## src/rtl/ex_mem_stage_buf.sv

```systemverilog
// EX/MEM pipeline stage: valid/ready handshake, 2-entry skid buffer, flush, zeroed bubbles.
// Define EXMEM_PERF_EN to add saturating stall_cnt / bubble_cnt counters.
module ex_mem_stage_buf #(
   parameter int unsigned DATA_W  = 32,
   parameter int unsigned RADDR_W = 5,
   parameter int unsigned CTRL_W  = 8,
   parameter int unsigned OPC_W   = 6
`ifdef EXMEM_PERF_EN
   , parameter int unsigned CNT_W = 16
`endif
) (
   input  logic                      clock,
   input  logic                      reset,
   input  logic                      flush,
   input  logic                      in_valid,
   output logic                      in_ready,
   input  logic [OPC_W-1:0]          opcode_ex,
   input  logic signed [DATA_W-1:0]  ex_data_1,
   input  logic signed [DATA_W-1:0]  ex_data_2,
   input  logic [RADDR_W-1:0]        rd_ex,
   input  logic [CTRL_W-1:0]         control_ALU,
   output logic                      out_valid,
   input  logic                      out_ready,
   output logic signed [DATA_W-1:0]  data_in,
   output logic signed [DATA_W-1:0]  mem_addr,
   output logic signed [DATA_W-1:0]  save_mem,
   output logic [RADDR_W-1:0]        rd_mem,
   output logic [CTRL_W-1:0]         control_MEM,
   output logic [OPC_W-1:0]          opcode_wb
`ifdef EXMEM_PERF_EN
   , output logic [CNT_W-1:0]        stall_cnt
   , output logic [CNT_W-1:0]        bubble_cnt
`endif
);

   typedef struct packed {
      logic [OPC_W-1:0]   opc;
      logic [DATA_W-1:0]  d1;
      logic [DATA_W-1:0]  d2;
      logic [RADDR_W-1:0] rd;
      logic [CTRL_W-1:0]  ctrl;
   } ent_t;

   typedef enum logic [1:0] {
      ST_EMPTY = 2'd0,
      ST_ONE   = 2'd1,
      ST_TWO   = 2'd2
   } state_t;

   state_t r_state;
   state_t w_state_nxt;
   ent_t   r_main;
   ent_t   r_skid;
   ent_t   w_main_nxt;
   ent_t   w_skid_nxt;
   ent_t   w_in_ent;
   logic   r_out_valid;
   logic   r_in_ready;
   logic   w_accept;
   logic   w_consume;

   assign w_in_ent  = {opcode_ex, ex_data_1, ex_data_2, rd_ex, control_ALU};
   assign w_accept  = in_valid & r_in_ready;
   assign w_consume = r_out_valid & out_ready;

   // State register: state counts held entries.
   always_ff @(posedge clock) begin
      if (reset) r_state <= ST_EMPTY;
      else       r_state <= w_state_nxt;
   end

   // Next-state logic; flush squashes everything held.
   always_comb begin
      w_state_nxt = r_state;
      if (flush) begin
         w_state_nxt = ST_EMPTY;
      end else begin
         case (r_state)
            ST_EMPTY: if (w_accept) w_state_nxt = ST_ONE;
            ST_ONE: begin
               if (w_accept && !w_consume)      w_state_nxt = ST_TWO;
               else if (!w_accept && w_consume) w_state_nxt = ST_EMPTY;
            end
            ST_TWO:   if (w_consume) w_state_nxt = ST_ONE;
            default:  w_state_nxt = ST_EMPTY;
         endcase
      end
   end

   // Entry movement; an emptied main entry is zeroed so bubbles read as no-ops.
   always_comb begin
      w_main_nxt = r_main;
      w_skid_nxt = r_skid;
      if (flush) begin
         w_main_nxt = '0;
         w_skid_nxt = '0;
      end else begin
         case (r_state)
            ST_EMPTY: if (w_accept) w_main_nxt = w_in_ent;
            ST_ONE: begin
               if (w_accept && w_consume)       w_main_nxt = w_in_ent;
               else if (w_accept)               w_skid_nxt = w_in_ent;
               else if (w_consume)              w_main_nxt = '0;
            end
            ST_TWO: begin
               if (w_consume) begin
                  w_main_nxt = r_skid;
                  w_skid_nxt = '0;
               end
            end
            default: begin
               w_main_nxt = '0;
               w_skid_nxt = '0;
            end
         endcase
      end
   end

   always_ff @(posedge clock) begin
      if (reset) begin
         r_out_valid <= 1'b0;
         r_in_ready  <= 1'b1;
         r_main      <= '0;
         r_skid      <= '0;
      end else begin
         r_out_valid <= (w_state_nxt != ST_EMPTY);
         r_in_ready  <= (w_state_nxt != ST_TWO);
         r_main      <= w_main_nxt;
         r_skid      <= w_skid_nxt;
      end
   end

   assign out_valid   = r_out_valid;
   assign in_ready    = r_in_ready;
   assign opcode_wb   = r_main.opc;
   assign data_in     = r_main.d1;
   assign mem_addr    = r_main.d2;
   assign save_mem    = r_main.d2;
   assign rd_mem      = r_main.rd;
   assign control_MEM = r_main.ctrl;

`ifdef EXMEM_PERF_EN
   logic [CNT_W-1:0] r_stall_cnt;
   logic [CNT_W-1:0] r_bubble_cnt;

   // Saturating counters; only reset clears them.
   always_ff @(posedge clock) begin
      if (reset) begin
         r_stall_cnt  <= '0;
         r_bubble_cnt <= '0;
      end else begin
         if (r_out_valid && !out_ready && (r_stall_cnt != '1))
            r_stall_cnt <= r_stall_cnt + CNT_W'(1);
         if (!r_out_valid && (r_bubble_cnt != '1))
            r_bubble_cnt <= r_bubble_cnt + CNT_W'(1);
      end
   end

   assign stall_cnt  = r_stall_cnt;
   assign bubble_cnt = r_bubble_cnt;
`endif

endmodule

```

## config.mk

```make
export PLATFORM = sky130hd
export DESIGN_NAME = ex_mem_stage_buf
export DESIGN_NICKNAME = d
export VERILOG_FILES = /design/src/rtl/ex_mem_stage_buf.sv
export SDC_FILE = /design/constraint.sdc
export NUM_CORES = 1
export LEC_CHECK = 0
export CAP_MARGIN = 20
export CORE_MARGIN = 2
export CORE_UTILIZATION = 44
export DETAILED_ROUTE_END_ITERATION = 10
export PLACE_DENSITY = 0.77
export SYNTH_ARGS = -nofsm -noshare
export SYNTH_HDL_FRONTEND = slang
export SYNTH_SLANG_ARGS = --single-unit
```

## constraint.sdc

```tcl
create_clock -name clock -period 1.81 [get_ports clock]
set_clock_uncertainty 0.2 [all_clocks]
set_input_delay 0.181 -clock clock [delete_from_list [all_inputs] [get_ports clock]]
set_output_delay 0.181 -clock clock [all_outputs]
set_load 0.05 [all_outputs]
```

==> flow_summary.rst, run 1 <==
.. list-table::
   :header-rows: 1

   * - Metric
     - Value
   * - Worst vdd rail ir drop
     - 0.0007521 V
   * - Number of antenna violations at the first check in global routing
     - 0
   * - Fin util
     - 60.85%
   * - Top-area cell type share of the netlist area
     - 44.88%
   * - CP Data Required Time
     - 1970 ps
   * - Root buffer cell
     - clkbuf_16
   * - # IOs
     - 205
   * - Sw power
     - 2.389 mW
   * - Power density of the placed cells
     - 880.5 nW/um2
   * - Hold WC Path Type
     - input port to register
   * - Type of the setup path with the least slack
     - register to register
   * - Minimum clock period
     - 1812 ps
   * - Routed len/inst
     - 17.81 um
   * - Total number of H-tree levels
     - 4
   * - Clk_lat worst skew
     - 430 ps
   * - Congestion Overflow GR
     - 0
   * - Syn Inst Count
     - 717
   * - Starting density of the core
     - 44.46%
   * - Drt first-iter violations
     - 413
   * - Weighted congestion reported at the end of routability-driven placement
     - 0.7394
   * - Setup repair after global routing missed its margin
     - yes
   * - Chip height
     - 135.3 um
   * - Maximum clock frequency
     - 0.5518 GHz
   * - Remaining DRCs
     - 0
   * - DIE AREA
     - 18300 um2
   * - Via density
     - 5.544
   * - Critical path's largest stage delay
     - 330 ps
   * - TritonCTS clock tree
     - done
   * - Number of max-cap violations
     - 0
   * - Pin count of the biggest net entering global routing
     - 46
   * - Switch share
     - 26.14%
   * - # rows
     - 48
   * - Leading cell types by total area after synthesis
     - dfxtp_1, o2bb2ai_2, mux2i_1, a32oi_1, nand2_1
   * - LEAKAGE
     - 3.784 nW
   * - Cell type contributing the most total cell area after synthesis
     - dfxtp_1
   * - Filler cell count
     - 1408
   * - Multi-input gate area
     - 3567 um2
   * - Final Max Slew Viols
     - 0
   * - Synthesized cell area
     - 7584 um2
   * - Yosys warns
     - 0
   * - Die span in x
     - 135.3 um
   * - Number of cells on the worst hold path
     - 3
   * - Worst Setup Slack, final
     - -2.296 ps
   * - First drt pass iteration count
     - 5
   * - Part of the total power dissipated in combinational logic
     - 14.7%
   * - Port Buffers
     - 204
   * - Register share of total power
     - 42.5%
   * - Via count of the first global-routing pass
     - 5974
   * - Startpoint kind of the worst setup timing path
     - register
   * - Share of final-layout standard cells stronger than drive strength 1
     - 31.85%
   * - Maximum buffer depth of the clock tree
     - 2
   * - Layout Nets
     - 977
   * - Post-synth EDFFs
     - 0
   * - Endpoint class of the critical path
     - register
   * - Internal power of the cells
     - 6.750 mW
   * - Part of the cycle the worst path needs
     - 100.1%
   * - Slowest-stage cell, CP
     - dfxtp_2
   * - Count of inserted antenna diode cells
     - 0
   * - Maximum fanout encountered on the critical timing path
     - 9
   * - Slew at the pin with the worst max-slew slack
     - 499.5 ps
   * - Run status
     - finished with violations
   * - Number of flip-flops and latches in the synthesized netlist
     - 170
   * - Register cell area after layout
     - 3407 um2
   * - Count of cell types in the netlist
     - 27
   * - Area of the core
     - 17060 um2
   * - Sequential cell area fraction in the yosys report
     - 44.88%
   * - Violations in the final reports
     - setup timing
   * - Post-Syn Area per Cell
     - 10.58 um2
   * - Tot GR Track Use
     - 20.62%
   * - Sum of net half-perimeters after detailed placement
     - 12.28 mm
   * - Wire length of the first global-routing pass
     - 30.28 mm
   * - TritonCTS Buffers
     - 17
   * - Setup violators final
     - 1
   * - Via count
     - 6243
   * - Clock transition at the register clock pins on the worst setup and hold paths after CTS
     - 60 ps
   * - Syn nets
     - 805
   * - Arrival time reported for the critical path endpoint
     - 1970 ps
   * - Relative contribution of the clock network to total power
     - 42.8%
   * - Most used flip-flop cell after synthesis
     - dfxtp_1
   * - Count of final hold-check violations
     - 0
   * - Pre-CTS setup slack
     - -270.5 ps
   * - TritonCTS sink count
     - 170
   * - CP Cell Sequence
     - and3b_2 > o32a_1 > nor2_4 > buf_12 > clkbuf_16 > o2bb2ai_2
   * - FFs w/ async S/R, synth
     - 0%
   * - Post-synthesis to final-layout area growth
     - 36.86%
   * - Worst reg2reg path depth
     - 6
   * - Post-detailed-routing wire length
     - 20.05 mm
   * - Count of nets left with antenna violations after detail routing
     - 0
   * - Worst slew slack as a fraction of its limit
     - 66.70%
-- path summary, 6_finish.rpt --
path | start | end | slack, ps
min reg2reg | r_skid[3]$_SDFFE_PP0P_ | r_skid[3]$_SDFFE_PP0P_ | 260
max reg2reg | r_state[1]$_SDFF_PP0_ | control_MEM[2]$_SDFFE_PP0P_ | -2
max | r_state[1]$_SDFF_PP0_ | control_MEM[2]$_SDFFE_PP0P_ | -2
min | ex_data_2[19] | r_skid[32]$_SDFFE_PP0P_ | 140
-- sequential cells by signal, summed over array words and instances (netlist names) --
name / cells
in_ready: 1
rd_mem: 5
r_skid: 83
control_MEM: 8
data_in: 32
opcode_wb: 6
mem_addr: 32
out_valid: 1
r_state: 2
-- power by group through the flow --
stage	clock network, mW	logic [mW]	registers, mW
final	3.92	1.34	3.88
after floorplan	0	0.578	4.18
after global routing	4.14	1.41	3.89
after global placement	0	1.28	3.96
after detailed placement	0	1.29	3.96
after CTS	3.97	1.29	3.88
-- synthesized netlist by cell type, types with 2 or more instances --
cell / number
and3_1: 2
buf_2: 26
dfxtp_1: 170
and2_1: 2
a21oi_1: 2
nor2_1: 7
clkbuf_1: 39
a32oi_1: 82
mux2i_1: 83
o2bb2ai_1: 12
buf_12: 8
nand2_1: 169
o2bb2ai_2: 70
buf_4: 32
-- area by class of cell --
cell class              instances  area share [%]
clock buffers                  21           4.436
well taps                     225           2.712
multi-input cells             441           34.37
inverters                       1         0.03617
repair buffers                258           24.03
flip-flops and latches        170           32.83
clock inverters                10           1.591
-- stage by stage --
stage / cells / area (um2) / TNS, ps / total power, mW / hold slack (ps)
global route: 1126 / 10380 / -1118 / 9.433 / 144.7
detailed placement: 1088 / 9564 / -31360 / 5.249 / 249.6
floorplan: 717 / 7586 / -1546 / 4.754 / 123.1
finish: 1126 / 10380 / -2.296 / 9.138 / 138.9
CTS: 1119 / 10190 / 0 / 9.144 / 120.9
global placement: 1088 / 9564 / -27260 / 5.243 / 241.9
-- timing repair --
action / CTS / global route
resized for setup: 0 / 9
buffers inserted: 0 / 1
endpoints found under the hold margin: 0 / 0
endpoints found under the setup margin: 0 / 74
hold buffers: 0 / 0
-- logic make-up (layout without fill, tap and decap cells) --
family,count (synthesis),count (layout),synth area share [%]
buffers and inverters,106,290,8.975
XOR/XNOR,1,1,0.1155
AND/OR/NAND/NOR,186,186,9.636
AO/OA/AOI/OAI,171,171,25.44
flip-flops,170,170,44.88
multiplexers,83,83,10.96
-- layout by cell type, fill, tap and decap left out, drive strengths merged --
cell type,count
dfxtp,170
mux2i,83
a21oi,2
o2bb2ai,82
xnor2,1
o22a,1
nor2,8
nand2,169
a32oi,82
clkdlybuf4s50,87
o21a,1
a21bo,1
or2,1
o32a,1
inv,3
and3,2
bufinv,4
and2,2
clkinv,4
or3,1
buf,167
clkbuf,25
a211o,1
and3b,1
nor2b,1
nand2b,1
-- per-layer routing --
metal / global-route usage [%] / wire length [um] / up-vias
li1: - / - / 2958
met1: 27.02 / 8804 / 3071
met2: 33.98 / 9883 / 192
met3: 4.789 / 1097 / 22
met4: 6.134 / 269 / 0
met5: 0 / 0 / -
-- critical path, delay by kind of cell, from the launching register on --
family / cells / cell delay, ps
buffers and inverters: 2 / 380
flip-flops: 1 / 330
AO/OA/AOI/OAI: 2 / 420
AND/OR/NAND/NOR: 2 / 400
Power figures use the tool's default switching activity.
==> inputs of run 2 (changes only) <==
ABC_AREA = 1   (was not set)
CORE_UTILIZATION = 47   (was 44)
CTS_BUF_LIST = sky130_fd_sc_hd__clkbuf_8   (was not set)
PLACE_DENSITY = 0.79   (was 0.77)
==> flow_summary.rst, run 2 <==
.. list-table::
   :header-rows: 1

   * - Metric
     - Value
   * - Run status
     - completed
   * - CP Cell Sequence
     - inv_2 > buf_12 > nand3_1 > nand2_1 > inv_1 > nand2_1 > nand2_1 > a21oi_1
   * - Synthesized cell area
     - 8936 um2
   * - Power density of the placed cells
     - 739.0 nW/um2
   * - Crit path depth
     - 8
   * - Maximum fanout encountered on the critical timing path
     - 75
   * - Drt first-iter violations
     - 620
   * - Most common cell on crit path
     - nand2_1
   * - Filler cell count
     - 1808
   * - Wire length of the first global-routing pass
     - 40.90 mm
   * - Worst vdd rail ir drop
     - 0.0004845 V
   * - Most used flip-flop cell after synthesis
     - dfxtp_1
   * - Slowest-stage cell, CP
     - dfxtp_4
   * - Number of antenna violations at the first check in global routing
     - 0
   * - Maximum clock frequency
     - 0.6087 GHz
   * - LEAKAGE
     - 5.558 nW
   * - Startpoint kind of the worst setup timing path
     - register
   * - CP Data Required Time
     - 2000 ps
   * - Remaining DRCs
     - 0
   * - Chip height
     - 141.9 um
   * - Part of the cycle the worst path needs
     - 90.76%
   * - Total number of H-tree levels
     - 4
   * - Syn Inst Count
     - 1498
   * - Count of inserted antenna diode cells
     - 0
   * - Count of nets left with antenna violations after detail routing
     - 0
   * - Sum of net half-perimeters after detailed placement
     - 16.42 mm
   * - TritonCTS Buffers
     - 17
   * - # IOs
     - 205
   * - Tot GR Track Use
     - 24.86%
   * - Critical path's largest stage delay
     - 380 ps
   * - Number of flip-flops under the largest register name
     - 83
   * - Port Buffers
     - 204
   * - Final Max Slew Viols
     - 0
   * - Layout Nets
     - 1720
   * - Worst slew slack as a fraction of its limit
     - 75.65%
   * - Post-cts hold buffer count
     - 0
   * - Weighted congestion reported at the end of routability-driven placement
     - 0.7806
   * - Maximum buffer depth of the clock tree
     - 2
   * - TritonCTS sink count
     - 170
   * - Cell family contributing the most delay on the critical path
     - buffers and inverters
   * - Via count of the first global-routing pass
     - 8521
   * - Slew at the pin with the worst max-slew slack
     - 365.3 ps
   * - Number of buffers inserted by post-CTS setup repair
     - 0
   * - Hold WC Path Type
     - input port to register
   * - Setup violators final
     - 0
   * - FFs w/ async S/R, synth
     - 0%
   * - First element of the critical path
     - r_state[0]$_SDFF_PP0_
   * - Leading cell types by total area after synthesis
     - dfxtp_1, nand2_1, nor2_1, inv_1, nand3_1
   * - Yosys warns
     - 0
   * - Commonest non-fill, non-tap cell in the layout
     - nand2_1
   * - Die span in x
     - 141.9 um
   * - Minimum clock period
     - 1643 ps
   * - Pin count of the biggest net entering global routing
     - 76
   * - Share of final-layout standard cells stronger than drive strength 1
     - 12.47%
   * - Clock transition at the register clock pins on the worst setup and hold paths after CTS
     - 90 ps
   * - Top-area cell type share of the netlist area
     - 38.08%
   * - Via count
     - 9222
   * - Clk_lat worst skew
     - 460 ps
   * - Setup slack of the worst register-to-register path
     - 170 ps
   * - Post-synthesis to final-layout area growth
     - 26.03%
   * - Type of the setup path with the least slack
     - register to register
   * - Count of cell types in the netlist
     - 15
   * - Post-detailed-routing wire length
     - 25.01 mm
   * - Count of final hold-check violations
     - 0
   * - Sequential cell area fraction in the yosys report
     - 38.08%
   * - Top-count cell post-synth
     - nand2_1
   * - # rows
     - 50
   * - Worst Setup Slack, final
     - 167.2 ps
   * - Endpoint class of the critical path
     - register
   * - Buffering stage count on the worst path with inverters included
     - 3
   * - Total negative setup slack
     - 0 ps
   * - Routed len/inst
     - 13.32 um
   * - First drt pass iteration count
     - 5
   * - Area of the core
     - 18710 um2
   * - Worst r2r src
     - r_state[0]$_SDFF_PP0_
   * - Arrival time reported for the critical path endpoint
     - 1830 ps
   * - Post-Syn Area per Cell
     - 5.965 um2
   * - Endpoint of the most critical setup path
     - opcode_wb[0]$_SDFFE_PP0P_
   * - Number of max-cap violations
     - 0
   * - Cell type contributing the most total cell area after synthesis
     - dfxtp_1
   * - Most flop-heavy register
     - r_skid
   * - Via density
     - 4.911
   * - Starting density of the core
     - 47.77%
   * - Number of cells upsized or downsized after cts
     - 0
   * - Post-synth EDFFs
     - 0
   * - Number of flip-flops and latches in the synthesized netlist
     - 170
   * - Worst reg2reg path depth
     - 8
   * - Setup repair after global routing missed its margin
     - no
   * - Syn nets
     - 1586
   * - Root buffer cell
     - clkbuf_8
   * - TritonCTS clock tree
     - done
   * - Most frequent cells after synthesis
     - nand2_1, nor2_1, inv_1
   * - Congestion Overflow GR
     - 0
   * - Commonest cells after routing, fill and taps aside
     - nand2_1, nor2_1, inv_1
   * - Worst Hold Slack
     - 259.3 ps
   * - DIE AREA
     - 20130 um2
   * - Crit Reg-Reg Endpoint
     - opcode_wb[0]$_SDFFE_PP0P_
   * - Pre-CTS setup slack
     - -156.8 ps
==> run 2: cell types whose count changed after synthesis, sizes merged, moves of 3 or more <==
cell and change:
nand2 +342, nor2 +245, inv +173, nand3 +88, o21ai +84, mux2i -83
a21oi +82, a32oi -82, o2bb2ai -82, buf +30, clkbuf -3
==> run 2: area by class of cell <==
cell class,instances,area [um2],area share (%)
clock buffers,23,316.6,2.811
multi-input cells,1022,4219,37.46
flip-flops and latches,170,3413,30.31
repair buffers,247,2322,20.62
clock inverters,8,45.04,0.4000
well taps,234,292.8,2.600
inverters,174,653.1,5.799
==> run 2: layer usage <==
| layer | track usage, % | share of wire [%] | vias to the layer above |
|---|---|---|---|
| met2 | 42.41 | 49 | 273 |
| met1 | 32.40 | 44 | 4180 |
| met5 | 0 | 0 | - |
| met4 | 7.368 | 1.3 | 0 |
| li1 | - | - | 4748 |
| met3 | 4.151 | 5.8 | 21 |
==> run 2: how the worst min path moves through the flow <==
stage / cells after the start / endpoint / from / slack [ps]
finish: 5 / r_skid[49]$_SDFFE_PP0P_ / ex_data_1[4] / 260
global route: 5 / r_skid[42]$_SDFFE_PP0P_ / ex_data_2[29] / 280
CTS: 5 / r_skid[49]$_SDFFE_PP0P_ / ex_data_1[4] / 230
detailed placement: 2 / rd_mem[0]$_SDFFE_PP0P_ / rd_mem[0]$_SDFFE_PP0P_ / 250
global placement: 2 / control_MEM[1]$_SDFFE_PP0P_ / control_MEM[1]$_SDFFE_PP0P_ / 250
floorplan: 3 / in_ready$_SDFF_PP1_ / in_valid / 250
==> run 2: cell families after synthesis <==
family	after synthesis	share of synthesized area, %
buffers and inverters	306	15.29
AND/OR/NAND/NOR	853	37.13
flip-flops	170	38.08
AO/OA/AOI/OAI	169	9.493
==> run 2: stage by stage <==
stage | power (mW) | utilization, % | instance area (um2) | std cells
final | 8.323 | 60.21 | 11260 | 1878
after global routing | 8.720 | 60.21 | 11260 | 1878
after CTS | 8.362 | 60.17 | 11260 | 1878
after detailed placement | 5.901 | 58.24 | 10890 | 1847
after global placement | 5.870 | 58.24 | 10890 | 1847
after floorplan | 5.218 | - | 8939 | 1498
==> run 2: power breakdown <==
part / switching [mW] / internal, mW / leakage (nW) / total, mW
logic: 1.21 / 0.681 / 3.99 / 1.89
clock network: 1.36 / 1.15 / 0.188 / 2.50
registers: 0.0775 / 3.86 / 1.38 / 3.93
total: 2.64 / 5.68 / 5.56 / 8.32
==> run 2: worst reg2reg max path: stages (launching register included) <==
cell	delay (ps)
dfxtp_4	380
inv_2	120
buf_12	320
nand3_1	190
nand2_1	100
inv_1	40
nand2_1	60
nand2_1	60
a21oi_1	120
